[config.mk]
export PLATFORM = sky130hd
export DESIGN_NAME = my_serial_tx
export DESIGN_NICKNAME = d
export VERILOG_FILES = /design/src/rtl/my_serial_pkg.sv /design/src/rtl/my_bit_timer.sv /design/src/rtl/my_serial_tx.sv
export SDC_FILE = /design/constraint.sdc
export NUM_CORES = 1
export LEC_CHECK = 0
export CELL_PAD_IN_SITES_DETAIL_PLACEMENT = 1
export CELL_PAD_IN_SITES_GLOBAL_PLACEMENT = 2
export CORE_MARGIN = 2
export CORE_UTILIZATION = 33
export CTS_CLUSTER_SIZE = 30
export DETAILED_ROUTE_END_ITERATION = 10
export GPL_TIMING_DRIVEN = 0
export PLACE_DENSITY_LB_ADDON = 0.1
export SKIP_CTS_REPAIR_TIMING = 1
export SKIP_LAST_GASP = 1
export SYNTH_ARGS = -nofsm -noshare
export SYNTH_HDL_FRONTEND = slang
export SYNTH_HIERARCHICAL = 1
export SYNTH_SLANG_ARGS = --single-unit
export TNS_END_PERCENT = 20
[constraint.sdc]
create_clock -name clk -period 2.7 [get_ports clk]
set_clock_uncertainty 0.15 [all_clocks]
set_input_delay 0.54 -clock clk [delete_from_list [all_inputs] [get_ports clk]]
set_output_delay 0.54 -clock clk [all_outputs]
set_load 0.01 [all_outputs]
[src/rtl/my_serial_pkg.sv]
// Shared types and line levels for the framed serial transmitter.
package my_serial_pkg;

   typedef enum logic [1:0] {
      IDLE,
      START,
      DATA,
      STOP
   } tx_state_e;

   localparam logic IDLE_LVL  = 1'b1;
   localparam logic START_LVL = 1'b0;
   localparam logic STOP_LVL  = 1'b1;

endpackage

[src/rtl/my_bit_timer.sv]
// Bit-period timer: counts CLKS_PER_BIT cycles while run is high and
// pulses tick on the last cycle of each period.
module my_bit_timer
   import my_serial_pkg::*;
#(
   parameter int CLKS_PER_BIT = 4
) (
   input  logic clk,
   input  logic rst_n,
   input  logic run,
   output logic tick
);

   localparam int CNT_W = (CLKS_PER_BIT > 1) ? $clog2(CLKS_PER_BIT) : 1;
   localparam logic [CNT_W-1:0] LAST_CNT = CNT_W'(CLKS_PER_BIT - 1);

   logic [CNT_W-1:0] cnt_q, cnt_d;

   // Dropping run restarts the period, so every bit begins at count zero.
   always_comb begin
      cnt_d = cnt_q;
      tick  = 1'b0;
      if (!run) begin
         cnt_d = '0;
      end else if (cnt_q == LAST_CNT) begin
         cnt_d = '0;
         tick  = 1'b1;
      end else begin
         cnt_d = cnt_q + 1'b1;
      end
   end

   always_ff @(posedge clk) begin
      if (!rst_n) begin
         cnt_q <= '0;
      end else begin
         cnt_q <= cnt_d;
      end
   end

endmodule

[src/rtl/my_serial_tx.sv]
// Parallel-in, serial-out framed transmitter: start bit, DATA_W data bits
// LSB first, stop bit, each held CLKS_PER_BIT cycles.
module my_serial_tx
   import my_serial_pkg::*;
#(
   parameter int DATA_W       = 8,
   parameter int CLKS_PER_BIT = 4
) (
   input  logic              clk,
   input  logic              rst_n,
   input  logic [DATA_W-1:0] din,
   input  logic              valid,
   output logic              ready,
   output logic              tx,
   output logic              busy
);

   localparam int BIT_W = (DATA_W > 1) ? $clog2(DATA_W) : 1;
   localparam logic [BIT_W-1:0] LAST_BIT = BIT_W'(DATA_W - 1);

   tx_state_e          state_q, state_d;
   logic [DATA_W-1:0]  shreg_q, shreg_d;
   logic [BIT_W-1:0]   bit_cnt_q, bit_cnt_d;
   logic               tx_q, tx_d;
   logic               ready_q, ready_d;
   logic               busy_q, busy_d;
   logic               tick;

   my_bit_timer #(
      .CLKS_PER_BIT(CLKS_PER_BIT)
   ) u_bit_timer (
      .clk  (clk),
      .rst_n(rst_n),
      .run  (state_q != IDLE),
      .tick (tick)
   );

   always_comb begin
      state_d   = state_q;
      shreg_d   = shreg_q;
      bit_cnt_d = bit_cnt_q;
      case (state_q)
         IDLE: begin
            if (valid && ready_q) begin
               shreg_d   = din;
               bit_cnt_d = '0;
               state_d   = START;
            end
         end
         START: begin
            if (tick) state_d = DATA;
         end
         DATA: begin
            if (tick) begin
               shreg_d = shreg_q >> 1;
               if (bit_cnt_q == LAST_BIT) begin
                  bit_cnt_d = '0;
                  state_d   = STOP;
               end else begin
                  bit_cnt_d = bit_cnt_q + 1'b1;
               end
            end
         end
         STOP: begin
            if (tick) state_d = IDLE;
         end
         default: state_d = IDLE;
      endcase
   end

   // Outputs are decoded from the next state so the registered line
   // changes on the same edge as the state it represents.
   always_comb begin
      tx_d    = IDLE_LVL;
      ready_d = (state_d == IDLE);
      busy_d  = (state_d != IDLE);
      case (state_d)
         IDLE:    tx_d = IDLE_LVL;
         START:   tx_d = START_LVL;
         DATA:    tx_d = shreg_d[0];
         STOP:    tx_d = STOP_LVL;
         default: tx_d = IDLE_LVL;
      endcase
   end

   always_ff @(posedge clk) begin
      if (!rst_n) begin
         state_q   <= IDLE;
         bit_cnt_q <= '0;
         tx_q      <= IDLE_LVL;
         ready_q   <= 1'b1;
         busy_q    <= 1'b0;
      end else begin
         state_q   <= state_d;
         bit_cnt_q <= bit_cnt_d;
         tx_q      <= tx_d;
         ready_q   <= ready_d;
         busy_q    <= busy_d;
      end
   end

   // The shift register only carries data; its contents are ignored outside a frame.
   always_ff @(posedge clk) begin
      shreg_q <= shreg_d;
   end

   assign tx    = tx_q;
   assign ready = ready_q;
   assign busy  = busy_q;

endmodule

After elaboration in Yosys (flattened, before gate mapping)
Index checks and enable logic that the tools add are counted.

operators by class
  add/sub/neg operators = 2
  equality and inequality tests = 10
  mux-type cells = 16
  bitwise logic cells = 2
  reductions and logical operators = 9

operators with widths
  operator             count
  $mux 8               2
  $pmux 8 s2           1
  $eq 2x2->1 const B   5
  $mux 2               5
  $mux 3               3
  $pmux 2 s4           1
  $pmux 3 s2           1
  $reduce_bool 2->1    3
  $eq 2x1->1 const B   2
  $logic_not 2->1      2
  $ne 2x2->1 const B   2
  $add 3x1->3 const B  1
  $eq 3x3->1 const B   1
  $pmux 1 s3           1
  $reduce_and 3->1     1
  $reduce_or 3->1      1
  $add 2x1->2 const B  1
  $mux 1               2
  $not 1->1            2
  $reduce_or 2->1      1
  $logic_and 1x1->1    1

storage, ports and cells
  register bits = 18
  input port bits = 11
  output and inout port bits = 3
  word-level logic and storage cells = 47

Depth between registers and ports, before layout
Gate-level depths: netlist of run 1.

  depth after elaboration = 8
  gate-level depth with buffers = 11
  depth with buffers taken out = 10

Modules after synthesis
The synthesis of run 1 kept the hierarchy.

modules (own cells, without submodules)
  module        instances  cells each  area an instance (um2)  sequential area each (um2)
  my_serial_tx  1          76          813.3                   390.4
  my_bit_timer  1          6           83.8                    40.0

Worst setup path before layout of run 1
OpenSTA, ideal clock, no wires.

  kind = register -> register
  from = reg state_q[1]
  to = reg tx_q (netlist: tx)
  library setup time = 0.116 ns
  arrival time = 1.869 ns
  data required time = 2.434 ns
  setup slack = 0.565 ns
  stages on the path, launching flop included = 11
  period minus slack after synthesis = 2.135 ns
  cell sequence = dfxtp_1 > buf_6 > or2_4 > and2_2 > nand2_1 > xor2_1 > inv_1 > ha_1 > inv_1 > o21ai_0 > a31o_2

between the ends
  longest elaborated chain between the ends = 7
  elaborated cells on any way between the ends = 20
  classes of those cells = eq/ne: 6; mux: 10; reduce/logical: 4

RTL lines
  element                                               RTL line                                                    source
  start, declared                                       my_serial_tx.sv:21                                          tx_state_e state_q, state_d;
  start signal, assigned                                my_serial_tx.sv:94                                          state_q <= state_d;
  $reduce_bool 2->1 *                                   my_serial_tx.sv:34                                          .run (state_q != IDLE),
  $mux 1 *                                              my_bit_timer.sv:23                                          if (!run) begin
  via tick                                              my_serial_tx.sv:27                                          logic tick;
  $mux 2, on equally long branches                      my_serial_tx.sv:65, my_serial_tx.sv:51, my_serial_tx.sv:54
  $pmux 2 s4 *                                          my_serial_tx.sv:42                                          case (state_q)
  via state_d[1]                                        my_serial_tx.sv:21
  $eq 2x2->1 / $logic_not 2->1 (equally long branches)  my_serial_tx.sv:77                                          case (state_d)
  $reduce_or 2->1 (no line)                             -
  $pmux 1 s3 *                                          my_serial_tx.sv:77
  end signal, assigned                                  my_serial_tx.sv:96                                          tx_q <= tx_d;
  end, declared                                         my_serial_tx.sv:24                                          logic tx_q, tx_d;

Mark *: on every way through the listed nets, which the timed path passes. The rest lies on a longest branch. The select of a mux whose other input is x is not followed.
A chain may end at the register's enable or synchronous reset.

Worst setup path in the final report of run 1
Ends and elaborated chain as after synthesis.

==> flow_summary.toml, run 1 <==
[run_status]
status = "finished, final reports clean"

[floorplan]
start_util_pct = 35.57
dieArea_um2 = 3152
row_count = 18
coreArea_um2 = 2522
pin_count = 14
fp.dieH_um = 56.14
die_w_um = 56.14

[critical_path]
path_max_fanout = 9
worstSetupPathType = "reg2reg"
reg2reg_from = "state_q[1]"
cpPeakStageDelay_ps = 320
cp_cell_sequence = "buf_6, or2_4, and2_2, nand2_1, xor2_1, inv_1, ha_1, inv_1, o21ai_0, a31o_2"
worst_setup_path_start_kind = "register"
r2r_end = "tx"
critPathBufInv = 3
r2r_setup_slack_ps = 340
r2r_cells = 10
critPathTopFamily = "simple AND/OR/NAND/NOR gates"
crit_path_top_delay_cell = "dfxtp_1"
crit_top_cell = "inv_1"
cp-end-kind = "register"
crit_arrival_ps = 2400
worstPathRequired_ps = 2740

[timing]
whs_ps = 334.6
hold_viol_final = 0
rsz0062_at_grt = "false"
period_share_pct = 87.45
final-setup-viol-count = 0
worst_slew_pin_slew_ps = 356.9
slew_headroom_pct = 76.16
fmax_mhz = 423.5
final-max-slew-violation-count = 0
period_minus_slack_ps = 2361
finalSetupTns_ps = 0

[global_routing]
grt-ovfl-total = 0
grt_pass1_vias = 642
grt_pass1_wl_um = 3070
grt_max_degree = 12
antenna_found_initial = 0
grt_usage_pct = 12.38

[drt]
totalWireLength_um = 1686
first_iter_violations = 6
drc = 0
ant_nets = 0
via_per_inst = 4.969
dr.pass1.iters = 3
wire_per_inst_um = 13.07
num_vias = 641

[power]
powerDensity_nw_per_um2 = 486.3
p_leak_nw = 0.4485
ir_worst_vdd_mv = 0.2514

[cells_and_area]
diodes = 0
fin_nets = 117
drive_above_1_share_pct = 14.14
fillCellCount = 297
area_growth_pct = 21.62

[cts]
ctsHtreeMaxLevel = 1
clock_path_buffers = 2
clk_pin_slew_ps = 100
clock-sinks = 18
cts_tree = "yes"
insertion_delay_ps = 280
root_buffer = "clkbuf_4"
numCtsBuffers = 3

[run]
drv_cap = 0

[synth]
ys_seq_elements = 18
synth_area_um2 = 897.1
yosysSeqAreaShare_pct = 47.98
synth-edff-count = 7
syn-num-nets = 99
yosysWarningCount = 6
async_reset_ff_share_pct = 0
synthDistinctLibCells = 35
avgSynthCellArea_um2 = 10.94
syn_inst = 82
synth_ff_type = "dfxtp_1"

[worst_hold_path]
hold_path_depth = 2
hold_class = "reg2reg"
hold_start = "bit_cnt_q[1]"
whs_endpoint = "bit_cnt_q[1]"

[placement]
numPortBuffers = 13
dp_hpwl_um = 1338
globalplace.congestion = 0.6505
## tightest hold or removal path, cell delays in order (launching register included)
cell      delay, ps
dfxtp_1         330
nand2b_1         70
a21boi_1         50
## state kept, by name (all words and copies together) (netlist names)
signal,flops
tx,1
shreg_q,8
busy,1
ready,1
state_q,2
u_bit_timer/cnt_q,2
bit_cnt_q,3
## Yosys cell counts (all sizes together) (2+ instances only)
| cell type | n | area [um2] |
|---|---|---|
| a21boi | 2 | 15.02 |
| a22oi | 5 | 37.54 |
| and2 | 4 | 26.28 |
| buf | 2 | 16.26 |
| dfxtp | 11 | 220.2 |
| edfxtp | 7 | 210.2 |
| ha | 6 | 75.07 |
| inv | 6 | 22.52 |
| mux2i | 2 | 20.02 |
| nand2 | 6 | 22.52 |
| nand2b | 3 | 18.77 |
| nand3 | 2 | 10.01 |
| nand3b | 2 | 27.53 |
| nor2 | 7 | 33.78 |
| nor2b | 3 | 18.77 |
## cells in the final DEF (no fill, tap or decap), types with 2 or more instances in the layout
cell type,count
ha_1,6
inv_1,6
a22oi_1,5
clkbuf_4,3
nand2b_1,3
clkdlybuf4s50_1,13
nor2_1,6
edfxtp_1,7
nand3_1,2
dfxtp_1,11
mux2i_1,2
nand2_1,6
nor2b_1,3
and2_1,2
## cells by family (layout without fill, tap and decap cells)
group | after synthesis | after routing | synth area share (%)
simple gates | 32 | 32 | 22.46
flops | 18 | 18 | 47.98
compound gates | 14 | 14 | 13.25
buf+inv | 9 | 26 | 4.741
fa+ha+maj | 6 | 6 | 8.368
mux | 2 | 2 | 2.232
xor+xnor | 1 | 1 | 0.9765
## stage by stage
| step | area, um2 | std cells | setup slack, ps | total power, mW | util [%] |
|---|---|---|---|---|---|
| final | 1091 | 129 | 338.9 | 0.5306 | 43.25 |
| after detailed placement | 1065 | 125 | 297.9 | 0.4048 | 42.21 |
| after CTS | 1091 | 129 | 333.3 | 0.5404 | 43.25 |
| after global placement | 1065 | 125 | 348.4 | 0.4013 | 42.21 |
| after floorplan | 897.1 | 82 | 564.9 | 0.3660 | - |
| after global routing | 1091 | 129 | 186.8 | 0.5699 | 43.25 |
## cell type report
class | count | area (um2) | area share (%)
clock buffer | 3 | 22.52 | 2.064
clock inverter | 1 | 3.754 | 0.3440
timing repair buffer | 13 | 130.1 | 11.93
buffer | 3 | 20.02 | 1.835
sequential | 18 | 430.4 | 39.45
inverter | 6 | 22.52 | 2.064
tap | 30 | 37.54 | 3.440
multi-input combinational | 55 | 424.2 | 38.88
## per-layer routing
layer | vias to the layer above | global-route usage, % | routed length [um]
li1 | 320 | - | -
met4 | 0 | 4.082 | 10
met5 | - | 0 | 0
met2 | 7 | 19.83 | 796
met1 | 312 | 16.69 | 829
met3 | 2 | 2.326 | 50
## worst max path at each step
stage	end	start	slack (ps)	depth (start not counted)
2_1_floorplan	tx	state_q[1]	560	10
4_1_cts	tx	state_q[1]	330	10
3_5_place_dp	tx	valid	300	9
6_report	tx	state_q[1]	340	10
3_3_place_gp	tx	valid	350	9
5_1_grt	tx	state_q[1]	190	10
## where the power goes
group	internal, mW	total [mW]	switching [mW]
logic	0.0452	0.0858	0.0406
registers	0.302	0.310	0.00810
clock network	0.0536	0.135	0.0810
total	0.401	0.531	0.130
No activity file was read; power rests on OpenSTA's default activity.
==> inputs of run 2 (changes only) <==
--- a/config.mk
+++ b/config.mk
@@ -5,10 +5,11 @@
 export SDC_FILE = /design/constraint.sdc
 export NUM_CORES = 1
 export LEC_CHECK = 0
+export ABC_AREA = 1
 export CELL_PAD_IN_SITES_DETAIL_PLACEMENT = 1
 export CELL_PAD_IN_SITES_GLOBAL_PLACEMENT = 2
 export CORE_MARGIN = 2
-export CORE_UTILIZATION = 33
+export CORE_UTILIZATION = 32
 export CTS_CLUSTER_SIZE = 30
 export DETAILED_ROUTE_END_ITERATION = 10
 export GPL_TIMING_DRIVEN = 0
==> run 2 against run 1 <==
Compared with the run above: critical path depth rose by 4; first-iteration DRC count rose by 100%; routed wire length fell by 1.0%; synthesized area rose by 0.42%; final cell count rose by 10%; flip-flop and latch count did not move; setup slack improved by 190 ps; clock power rose by 26%; sequential share of layout area fell by 0.54 points; cell area rose by 1.4%.
==> flow_summary.toml, run 2 <==
[run_status]
status = "finished, final reports clean"

[drt]
dr.pass1.iters = 3
wire_per_inst_um = 11.75
totalWireLength_um = 1669
drc = 0
first_iter_violations = 12
via_per_inst = 4.535
ant_nets = 0
num_vias = 644

[critical_path]
startpoint = "state_q[0]"
crit_arrival_ps = 2230
crit_top_cell = "nand2_1"
r2r_cells = 14
worstSetupPathType = "reg2reg"
cp-end-kind = "register"
r2r_end = "tx"
crit_end = "tx"
worstPathRequired_ps = 2750
path_max_fanout = 8
r2r_setup_slack_ps = 530
cpPeakStageDelay_ps = 490
crit_path_top_delay_cell = "dfxtp_1"
reg2reg_from = "state_q[0]"
cp_cell_sequence = "nor2_2, inv_2, nand2_1, inv_1, inv_1, nor2_8, nand2_2, nand3_2, inv_2, ha_1, inv_1, nand2_1, nand2_1, nand2_1"
worst_setup_path_start_kind = "register"

[global_routing]
grt-ovfl-total = 0
use_met1_pct = 15.70
grtUsageMet3_pct = 4.989
grt_max_degree = 11
grt_usage_pct = 12.59
grt_pass1_vias = 685
grt_pass1_wl_um = 3098
antenna_found_initial = 0
top_usage_layer = "met2"
use_met2_pct = 18.72

[power]
p_leak_nw = 0.5203
powerDensity_nw_per_um2 = 552.8
p_sw_share_pct = 26.64
power.share.clock_pct = 27.8
ir_worst_vdd_mv = 0.3033
seqPwrFrac_pct = 53.3
finalPower_mw = 0.6114
cell_internal_pwr_mw = 0.4485
power.switching_mw = 0.1629
p_comb_share_pct = 18.9

[synth]
yosys.area.top_type = "dfxtp_1"
synth_area_um2 = 900.9
syn-num-nets = 111
synth_ff_type = "dfxtp_1"
yosysWarningCount = 6
async_reset_ff_share_pct = 0
ys_seq_elements = 18
syn_inst = 94
synth_top_area_share_pct = 24.44
synth-edff-count = 7
ys_top_cells_by_count = "inv_1, dfxtp_1, nor2_1"
avgSynthCellArea_um2 = 9.584
yosysSeqAreaShare_pct = 47.78
synth_most_common_cell = "inv_1"
synthDistinctLibCells = 19
synth_area_leaders = "dfxtp_1, edfxtp_1, ha_1"

[cts]
ctsHtreeMaxLevel = 1
clock-sinks = 18
numCtsBuffers = 3
clk_pin_slew_ps = 110
root_buffer = "clkbuf_4"
cts_tree = "yes"
clock_path_buffers = 2
insertion_delay_ps = 300

[run]
drv_cap = 0

[floorplan]
die_w_um = 57.06
fp.dieH_um = 57.06
row_count = 19
coreArea_um2 = 2710
dieArea_um2 = 3256
start_util_pct = 33.24
pin_count = 14

[cells_and_area]
stdcell_count = 142
drive_above_1_share_pct = 18.92
diodes = 0
largest_register_ffs = 8
final_area_um2 = 1106
area_growth_pct = 22.78
top_register = "shreg_q"
final_common_cell = "inv_1"
top_regs = "shreg_q: 8 flops, bit_cnt_q: 3 flops"
final_cell_mix = "inv_1, clkdlybuf4s50_1, nor2_1, dfxtp_1, nand2_1"
post-route-util_pct = 40.81
fin_nets = 129

[timing]
whs_ps = 275.0
final-setup-viol-count = 0
period_minus_slack_ps = 2173
worst_slew_pin_slew_ps = 267.7
finalSetupTns_ps = 0
fmax_mhz = 460.1
final-max-slew-violation-count = 0
slew_headroom_pct = 82.10
hold_viol_final = 0
period_share_pct = 80.50
rsz0062_at_grt = "false"
worst_slack_ps = 526.5

[worst_hold_path]
hold_class = "reg2reg"
hold_path_depth = 1

[placement]
preCtsSetupSlack_ps = 299.7
placed_cells = 138
numPortBuffers = 13
globalplace.congestion = 0.7391
dp_hpwl_um = 1286
dpl_cell_area_um2 = 1070
run 2: cell types whose count changed in the layout (fill, tap and decap cells not counted), moves of 3 or more:
cell / previous run / this run
nor2_8: 0 / 3
inv_1: 6 / 15
nand3_1: 2 / 7
nand2_1: 6 / 10
nor2b_1: 3 / 0
a22oi_1: 5 / 0
a22o_1: 0 / 6
nor2_1: 6 / 11
inv_2: 0 / 5
nand2b_1: 3 / 0
run 2: power by group through the flow:
stage / logic (mW) / clock network [mW] / registers [mW]
after floorplan: 0.0729 / 0 / 0.332
after global placement: 0.115 / 0 / 0.332
after detailed placement: 0.118 / 0 / 0.332
after CTS: 0.120 / 0.179 / 0.326
after global routing: 0.133 / 0.192 / 0.330
final: 0.116 / 0.170 / 0.326
run 2: cell type report:
type | instances | area [um2]
fill | 324 | 1604
tap | 31 | 38.79
timing repair buffer | 13 | 130.1
inverter | 21 | 81.33
multi-input combinational | 55 | 389.1
sequential | 18 | 430.4
clock buffer | 4 | 36.28
run 2: worst max-delay path: cells and delay by family, from the launching register on:
| kind | cells | cell delay [ps] |
|---|---|---|
| fa+ha+maj | 1 | 290 |
| buf+inv | 5 | 480 |
| flops | 1 | 490 |
| simple gates | 8 | 650 |
run 2: metal layers:
layer,vias to the layer above,wire length (um)
met2,10,760
met4,0,38
met3,4,81
met1,292,788
li1,338,-
met5,-,0
run 2: kinds of logic after synthesis:
group / synth area share [%]
buffers and inverters: 9.028
adders and majority gates: 8.333
DFF: 47.78
and+or+nand+nor: 25.42
AOI/OAI and AO/OA: 9.444
run 2: how the worst min path moves through the flow:
stage / start / slack, ps / to
after floorplan: u_bit_timer/cnt_q[0] / 250 / u_bit_timer/cnt_q[0]
after global placement: u_bit_timer/cnt_q[0] / 250 / u_bit_timer/cnt_q[0]
after detailed placement: u_bit_timer/cnt_q[0] / 260 / u_bit_timer/cnt_q[0]
after CTS: u_bit_timer/cnt_q[0] / 280 / u_bit_timer/cnt_q[0]
after global routing: u_bit_timer/cnt_q[0] / 320 / u_bit_timer/cnt_q[0]
final: u_bit_timer/cnt_q[0] / 280 / u_bit_timer/cnt_q[0]
==> inputs of run 3 (changes only) <==
==> constraint.sdc (replaced) <==
create_clock -name clk -period 2.08 [get_ports clk]
set_clock_uncertainty 0.15 [all_clocks]
set_input_delay 0.416 -clock clk [delete_from_list [all_inputs] [get_ports clk]]
set_output_delay 0.416 -clock clk [all_outputs]
set_load 0.01 [all_outputs]
==> run 3 against run 2 <==
Compared with the run above: highest routed layer unchanged; core utilization rose by 1.0 points; routed wire length rose by 0.78%; combinational power rose by 34%; setup slack got worse by 360 ps; largest power group unchanged; non-clock buffer count rose by 3; flip-flop and latch count did not move; first-iteration DRC count rose by 58%; cell area rose by 2.5%; critical path type is now in2reg; global-route usage did not move; via count rose by 4.0%; register-to-register slack got worse by 310 ps.
==> flow_summary.toml, run 3 (synthesized netlist as in run 2, its figures left out) <==
[timing]
period_share_pct = 91.95
final-setup-viol-count = 0
fmax_mhz = 522.8
rsz0062_at_grt = "false"
worst_slew_pin_slew_ps = 271.3
hold_viol_final = 0
final-max-slew-violation-count = 0
worst_slack_ps = 167.4
slew_headroom_pct = 81.86
period_minus_slack_ps = 1913

[critical_path]
crit_arrival_ps = 1960
worstSetupPathType = "in2reg"
r2r_setup_slack_ps = 220
r2r_cells = 12
cp-end-kind = "register"
reg2reg_from = "state_q[0]"
worst_setup_path_start_kind = "input pin"
path_max_fanout = 8
worstPathRequired_ps = 2130
r2r_end = "tx"

[cts]
clk_pin_slew_ps = 110
clock_path_buffers = 2
clock-sinks = 18
cts_tree = "yes"
insertion_delay_ps = 300
ctsHtreeMaxLevel = 1
numCtsBuffers = 3
root_buffer = "clkbuf_4"

[power]
p_comb_share_pct = 19.6
p_sw_share_pct = 26.59
power.switching_mw = 0.2126
seqPwrFrac_pct = 52.9
p_leak_nw = 0.5383
ir_worst_vdd_mv = 0.3932
powerDensity_nw_per_um2 = 705.5
cell_internal_pwr_mw = 0.5872
power.share.clock_pct = 27.6
finalPower_mw = 0.7998

[drt]
wire_per_inst_um = 11.60
totalWireLength_um = 1682
ant_nets = 0
via_per_inst = 4.621
first_iter_violations = 19
dr.pass1.iters = 2
num_vias = 670
drc = 0

[floorplan]
start_util_pct = 33.24
row_count = 19
die_w_um = 57.06
fp.dieH_um = 57.06
pin_count = 14
coreArea_um2 = 2710
dieArea_um2 = 3256

[cells_and_area]
drive_above_1_share_pct = 23.68
diodes = 0
final_common_cell = "inv_1"
top_register = "shreg_q"
area_growth_pct = 25.83
top_regs = "shreg_q: 8 flops, bit_cnt_q: 3 flops"
stdcell_count = 145
fin_nets = 132
largest_register_ffs = 8
final_cell_mix = "inv_1, clkdlybuf4s50_1, nor2_1, nand2_1, dfxtp_1"

[global_routing]
antenna_found_initial = 0
grt-ovfl-total = 0
grt_max_degree = 11
grt_pass1_vias = 685
grt_pass1_wl_um = 3098
grt_usage_pct = 12.59

[worst_hold_path]
hold_class = "reg2reg"
hold_path_depth = 1
hold_start = "u_bit_timer/cnt_q[0]"
whs_endpoint = "u_bit_timer/cnt_q[0]"

[placement]
preCtsSetupSlack_ps = -196.3
placed_cells = 138
globalplace.congestion = 0.7391
dp_hpwl_um = 1286
numPortBuffers = 13

[run]
drv_cap = 0

[run_status]
status = "finished, final reports clean"
-- run 3: cell types whose count changed in the layout (fill, tap and decap cells not counted) --
cell / delta
buf_4: +3
dfxtp_2: +1
dfxtp_1: -2
inv_1: -1
inv_2: +1
dfxtp_4: +1
-- run 3: through the flow --
| step | area, um2 | util, % | setup TNS [ps] | hold WS, ps |
|---|---|---|---|---|
| 5_1_grt | 1134 | 41.83 | 0 | 318.9 |
| 2_1_floorplan | 900.9 | - | 0 | 246.2 |
| 3_5_place_dp | 1070 | 39.47 | -287.6 | 263.7 |
| 4_1_cts | 1106 | 40.81 | -199.3 | 281.4 |
| 3_3_place_gp | 1070 | 39.47 | -237.2 | 253.4 |
| 6_report | 1134 | 41.83 | 0 | 274.3 |
-- run 3: worst max path at each step --
stage	startpoint	endpoint	cells past startpoint
5_1_grt	valid	tx	11
3_5_place_dp	valid	tx	11
3_3_place_gp	valid	tx	11
4_1_cts	state_q[0]	tx	14
6_report	valid	tx	11
2_1_floorplan	state_q[0]	tx	14
-- run 3: cell type report --
cell class | instances | area (um2)
repair buffers | 16 | 152.6
well taps | 31 | 38.79
multi-input cells | 55 | 389.1
inverters | 21 | 81.33
flip-flops and latches | 18 | 435.4
fillers | 322 | 1577
clock buffers | 4 | 36.28
-- run 3: per-layer routing --
metal	vias up	track usage (%)	routed length (um)	share of wire, %
met5	-	0	0	0
met4	0	6.645	38	2.3
met3	4	4.989	83	4.9
met2	10	18.72	794	47
met1	314	15.70	764	45
li1	342	-	-	-
-- run 3: worst max-delay path, cell delays in order --
cell,delay (ps)
clkdlybuf4s50_1,480
nand2_1,150
nor2_8,210
inv_2,70
nand3_2,90
inv_2,50
ha_1,290
inv_1,50
nand2_1,50
nand2_1,50
nand2_1,40
-- run 3: power groups by stage --
stage	Clock [mW]	Sequential [mW]	Combinational (mW)
after floorplan	0	0.431	0.0946
after global placement	0	0.431	0.149
after detailed placement	0	0.431	0.154
after CTS	0.232	0.424	0.156
after global routing	0.249	0.429	0.179
final	0.220	0.423	0.156
